### config.mk
export PLATFORM = sky130hd
export DESIGN_NAME = mips_bus_arbiter
export DESIGN_NICKNAME = d
export VERILOG_FILES = /design/src/rtl/mips_bus_pkg.sv /design/src/rtl/mips_bus_arbiter.sv
export SDC_FILE = /design/constraint.sdc
export NUM_CORES = 1
export LEC_CHECK = 0
export CAP_MARGIN = 5
export CELL_PAD_IN_SITES_DETAIL_PLACEMENT = 1
export CELL_PAD_IN_SITES_GLOBAL_PLACEMENT = 1
export CORE_MARGIN = 2
export CORE_UTILIZATION = 22
export DETAILED_ROUTE_END_ITERATION = 8
export GPL_TIMING_DRIVEN = 1
export PLACE_DENSITY_LB_ADDON = 0.1
export SYNTH_ARGS = -nofsm -noshare
export SYNTH_HDL_FRONTEND = slang
export SYNTH_SLANG_ARGS = --single-unit
### constraint.sdc
create_clock -name clk -period 1.5 [get_ports clk]
set_input_delay 0.3 -clock clk [delete_from_list [all_inputs] [get_ports clk]]
set_output_delay 0.3 -clock clk [all_outputs]
set_load 0.01 [all_outputs]
### src/rtl/mips_bus_pkg.sv
// Shared types and constants for the MIPS memory-bus arbiter.
package mips_bus_pkg;

   // Arbiter state: idle, or a transfer on the bus owned by fetch / data.
   typedef enum logic [1:0] {
      IDLE   = 2'd0,
      BUSY_I = 2'd1,
      BUSY_D = 2'd2
   } arb_state_t;

   // Owner of the most recent grant, used for round-robin tie-break.
   typedef enum logic {
      OWN_I = 1'b0,
      OWN_D = 1'b1
   } owner_t;

   // Fetches always read the full word.
   localparam logic [3:0] BE_ALL = 4'b1111;

endpackage

### src/rtl/mips_bus_arbiter.sv
// Two-requester (fetch / data) arbiter onto a single Avalon-style memory bus.
// One transfer at a time, bus outputs registered, round-robin on ties.
module mips_bus_arbiter
   import mips_bus_pkg::*;
#(
   parameter int unsigned ADDR_W = 32,
   parameter int unsigned DATA_W = 32
) (
   input  logic                  clk,
   input  logic                  reset,

   input  logic [ADDR_W-1:0]     i_address,
   input  logic                  i_read,
   output logic                  i_waitrequest,
   output logic [DATA_W-1:0]     i_readdata,

   input  logic [ADDR_W-1:0]     d_address,
   input  logic                  d_read,
   input  logic                  d_write,
   input  logic [DATA_W-1:0]     d_writedata,
   input  logic [DATA_W/8-1:0]   d_byteenable,
   output logic                  d_waitrequest,
   output logic [DATA_W-1:0]     d_readdata,

   output logic [ADDR_W-1:0]     address,
   output logic                  read,
   output logic                  write,
   output logic [DATA_W-1:0]     writedata,
   output logic [DATA_W/8-1:0]   byteenable,
   input  logic                  waitrequest,
   input  logic [DATA_W-1:0]     readdata
);

   localparam int unsigned BE_W = DATA_W / 8;

   arb_state_t             state_q,      state_d;
   owner_t                 last_owner_q, last_owner_d;
   logic [ADDR_W-1:0]      address_q,    address_d;
   logic                   read_q,       read_d;
   logic                   write_q,      write_d;
   logic [DATA_W-1:0]      writedata_q,  writedata_d;
   logic [BE_W-1:0]        byteenable_q, byteenable_d;

   logic                   i_req;
   logic                   d_req;
   logic                   done;
   logic                   done_i;
   logic                   done_d;
   logic                   grant_i;
   logic                   grant_d;

   // Request and completion decode.
   assign i_req  = i_read;
   assign d_req  = d_read | d_write;
   assign done   = (state_q != IDLE) && (read_q || write_q) && !waitrequest;
   assign done_i = done && (state_q == BUSY_I);
   assign done_d = done && (state_q == BUSY_D);

   // Grant selection: IDLE uses round-robin on ties; on completion only the
   // other port may be granted, so the finishing port's held request is consumed.
   always_comb begin
      grant_i = 1'b0;
      grant_d = 1'b0;
      case (state_q)
         IDLE: begin
            grant_i = i_req && (!d_req || (last_owner_q == OWN_D));
            grant_d = d_req && !grant_i;
         end
         BUSY_I:  grant_d = done_i && d_req;
         BUSY_D:  grant_i = done_d && i_req;
         default: begin
            grant_i = 1'b0;
            grant_d = 1'b0;
         end
      endcase
   end

   // Next-state and bus-register update; bus holds until a grant or completion.
   always_comb begin
      state_d      = state_q;
      last_owner_d = last_owner_q;
      address_d    = address_q;
      read_d       = read_q;
      write_d      = write_q;
      writedata_d  = writedata_q;
      byteenable_d = byteenable_q;

      if (grant_i) begin
         state_d      = BUSY_I;
         last_owner_d = OWN_I;
         address_d    = i_address;
         read_d       = 1'b1;
         write_d      = 1'b0;
         writedata_d  = '0;
         byteenable_d = BE_W'(BE_ALL);
      end else if (grant_d) begin
         state_d      = BUSY_D;
         last_owner_d = OWN_D;
         address_d    = d_address;
         // A simultaneous read+write request is treated as a write.
         read_d       = d_read && !d_write;
         write_d      = d_write;
         writedata_d  = d_writedata;
         byteenable_d = d_byteenable;
      end else if (done) begin
         state_d      = IDLE;
         read_d       = 1'b0;
         write_d      = 1'b0;
      end
   end

   // State and bus registers; reset drops any transfer in flight.
   always_ff @(posedge clk or negedge reset) begin
      if (!reset) begin
         state_q      <= IDLE;
         last_owner_q <= OWN_D;
         address_q    <= '0;
         read_q       <= 1'b0;
         write_q      <= 1'b0;
         writedata_q  <= '0;
         byteenable_q <= '0;
      end else begin
         state_q      <= state_d;
         last_owner_q <= last_owner_d;
         address_q    <= address_d;
         read_q       <= read_d;
         write_q      <= write_d;
         writedata_q  <= writedata_d;
         byteenable_q <= byteenable_d;
      end
   end

   // Memory bus driven straight from the registers.
   assign address    = address_q;
   assign read       = read_q;
   assign write      = write_q;
   assign writedata  = writedata_q;
   assign byteenable = byteenable_q;

   // Requester handshakes release only in the owner's completion cycle.
   assign i_waitrequest = !done_i;
   assign d_waitrequest = !done_d;
   assign i_readdata    = (done_i && read_q) ? readdata : '0;
   assign d_readdata    = (done_d && read_q) ? readdata : '0;

endmodule
==> flow_summary.toml <==
[yosys]
ys_top_cells_by_area = "dfrtp_1, and2_1, o221a_2"
ys.flop_type = "dfrtp_1"
syn-cell-area_um2 = 3500
yosysUniqueCellTypes = 33
synth_warnings = 0
synth_seq_cells = 73
synth_edf_count = 0
synthesis.nets = 426
yosysSeqAreaShare_pct = 52.2
synth_cells = 288
yosysTopAreaCell = "dfrtp_1"
syn_avg_cell_area_um2 = 12.2
yosysMostFrequentCell = "dfrtp_1"
synthArstFlopShare_pct = 100
synth_top_area_share_pct = 51.5
yosys-top-cells-count = "dfrtp_1, and2_1, nand2b_1"

[worst_setup_path]
rr_endpoint = "address[8]"
arrival_ns = 1.67
crit_fanout = 5
end_kind = "output port"
rr_startpoint = "state_q[1]"
cp-start-kind = "flop"
crit_type = "reg -> out"
reg2regPathDepth = 9
rrSetupSlack_ns = -0.35
cp.required_ns = 1.20
worstSetupStartpoint = "state_q[1]"

[status]
failed_checks = "negative setup slack"
status = "finished with violations"

[timing]
finalSetupViolations = 139
finalSetupTns_ns = -44.86
max_slew_margin_pct = 69.4
fin_skew_ns = 0.00595
worst_slack_ns = -0.470
hold_ws_ns = 0.470
max_freq_ghz = 0.508
worst_pin_slew_ns = 0.458
period_share_pct = 131
finalHoldViolations = 0
rsz0062_at_grt = "yes"
maxSlewViolCount = 0
period_needed_ns = 1.97

[die]
ios = 274
core-area_um2 = 15700
num_rows = 46
die_area_um2 = 16900
start_util_pct = 22.3
die_w_um = 130
die_h_um = 130

[finish]
drive_above_1_share_pct = 43.2
area_growth_pct = 134
antennaDiodeCount = 0
fin_nets = 755
stdcell_area_um2 = 8180
fin_util_pct = 52.1

[global_route]
grt_pass1_vias = 4258
grt_overflow = 0
grt_pass1_wl_um = 25200
grt_max_degree = 33
antenna_found_initial = 0
grtUsageTotal_pct = 20.0

[drt]
viasPerCell = 4.60
drc_errors = 0
wl_per_cell_um = 21.7
num_vias = 3848
drtPass1Iterations = 4
drt_wl_total_um = 18200
drtAntennaViolNets = 0
drt_iter0_drc = 168

[clocking]
cts.sinks = 73
clk_pin_slew_ns = 0.06
clkLatencyLatePin_ns = 0.34
numCtsBuffers = 9
htree_levels = 3
cts_tree = "built"
clockBufferDepth = 2
root_buffer = "clkbuf_16"

[placement]
portBuffers = 273
dpl.hpwl_um = 11000
place.gp.congestion = 0.787
placed_area_um2 = 6580

[power_and_ir_drop]
powerDensity_nw_per_um2 = 1840
ir_worst_vdd_mv = 0.766
cellLeakagePower_nw = 3.77
fin_total_pwr_mw = 15.0

[run]
cap_violations = 0

[hold_path]
hold_path_class = "in -> async"
[power breakdown]
group,switching (mW),internal (mW)
clock,0.835,1.53
sequential,0.597,2.89
combinational,3.93,5.27
[critical path, stage by stage, from the launching register on]
cell and delay [ns]:
dfrtp_1 0.43, and4bb_2 0.26, buf_6 0.12, buf_6 0.12, buf_8 0.13, and2_4 0.15, buf_6 0.11
[metrics by stage]
step / cells / setup slack, ns
3_3_place_gp: 777 / -0.798
5_1_grt: 836 / -0.499
6_report: 836 / -0.470
4_1_cts: 830 / -0.459
3_5_place_dp: 777 / -0.831
2_1_floorplan: 288 / -0.00856
[cells in the final DEF, fill, tap and decap left out, drive strengths merged]
cell / instances
a21o: 1
a221oi: 2
a22o: 32
a22oi: 1
a31o: 1
and2: 70
and4bb: 2
buf: 128
bufinv: 2
clkbuf: 15
clkdlybuf4s15: 1
clkdlybuf4s50: 135
clkinv: 1
dfrtp: 72
dfstp: 1
dlygate4sd2: 59
dlygate4sd3: 1
dlymetal6s2s: 10
nand2: 5
nand2b: 33
nor2b: 1
nor3: 1
o211ai: 1
o21a: 1
o21ai: 2
o21bai: 3
o221a: 32
o22a: 4
or3: 1
or3b: 2
[how the worst max path moves through the flow]
| stage | slack (ns) | end | cells past startpoint |
|---|---|---|---|
| finish | -0.47 | d_readdata[15] | 6 |
| global route | -0.50 | d_readdata[11] | 6 |
| CTS | -0.46 | d_readdata[22] | 6 |
| detailed placement | -0.83 | i_readdata[23] | 5 |
| global placement | -0.80 | i_readdata[23] | 5 |
| floorplan | -0.009 | writedata[0] | 6 |
[logic make-up after synthesis]
kind of cell | after synthesis | share of synthesized area, %
DFF | 73 | 52.2
AOI/OAI and AO/OA | 80 | 22.6
buffers and inverters | 24 | 4.97
and+or+nand+nor | 111 | 20.2
[area by class of cell]
class / instances / area, um2
Clock buffer: 11 / 253
Timing Repair Buffer: 338 / 3630
Fill cell: 1604 / 7530
Clock inverter: 3 / 65.1
Tap cell: 216 / 270
Sequential cell: 73 / 1830
Multi-Input combinational cell: 195 / 2140
[flip-flops by register name (all words and copies together), names as in the netlist]
register and cells:
last_owner_q 1, write 1, byteenable 4, state_q 2, read 1, address 32
writedata 32
[routing by layer]
| metal | up-vias | GRT usage (%) | share of wire (%) | routed length (um) |
|---|---|---|---|---|
| met3 | 15 | 5.82 | 7.6 | 1380 |
| met1 | 1942 | 22.8 | 38 | 6920 |
| met5 | - | 0 | 0 | 0 |
| met4 | 0 | 6.33 | 1.3 | 234 |
| met2 | 165 | 36.2 | 53 | 9640 |
| li1 | 1726 | - | - | - |
[what timing repair did]
| action | CTS | global route |
|---|---|---|
| buffers inserted | 21 | 10 |
| endpoints found under the hold margin | 28 | 0 |
| hold buffers | 1 | 0 |
| resized for setup | 458 | 117 |
| pin swaps | 34 | 55 |
| endpoints found under the setup margin | 209 | 148 |
| gates cloned | 17 | 4 |
Power figures use the tool's default switching activity.
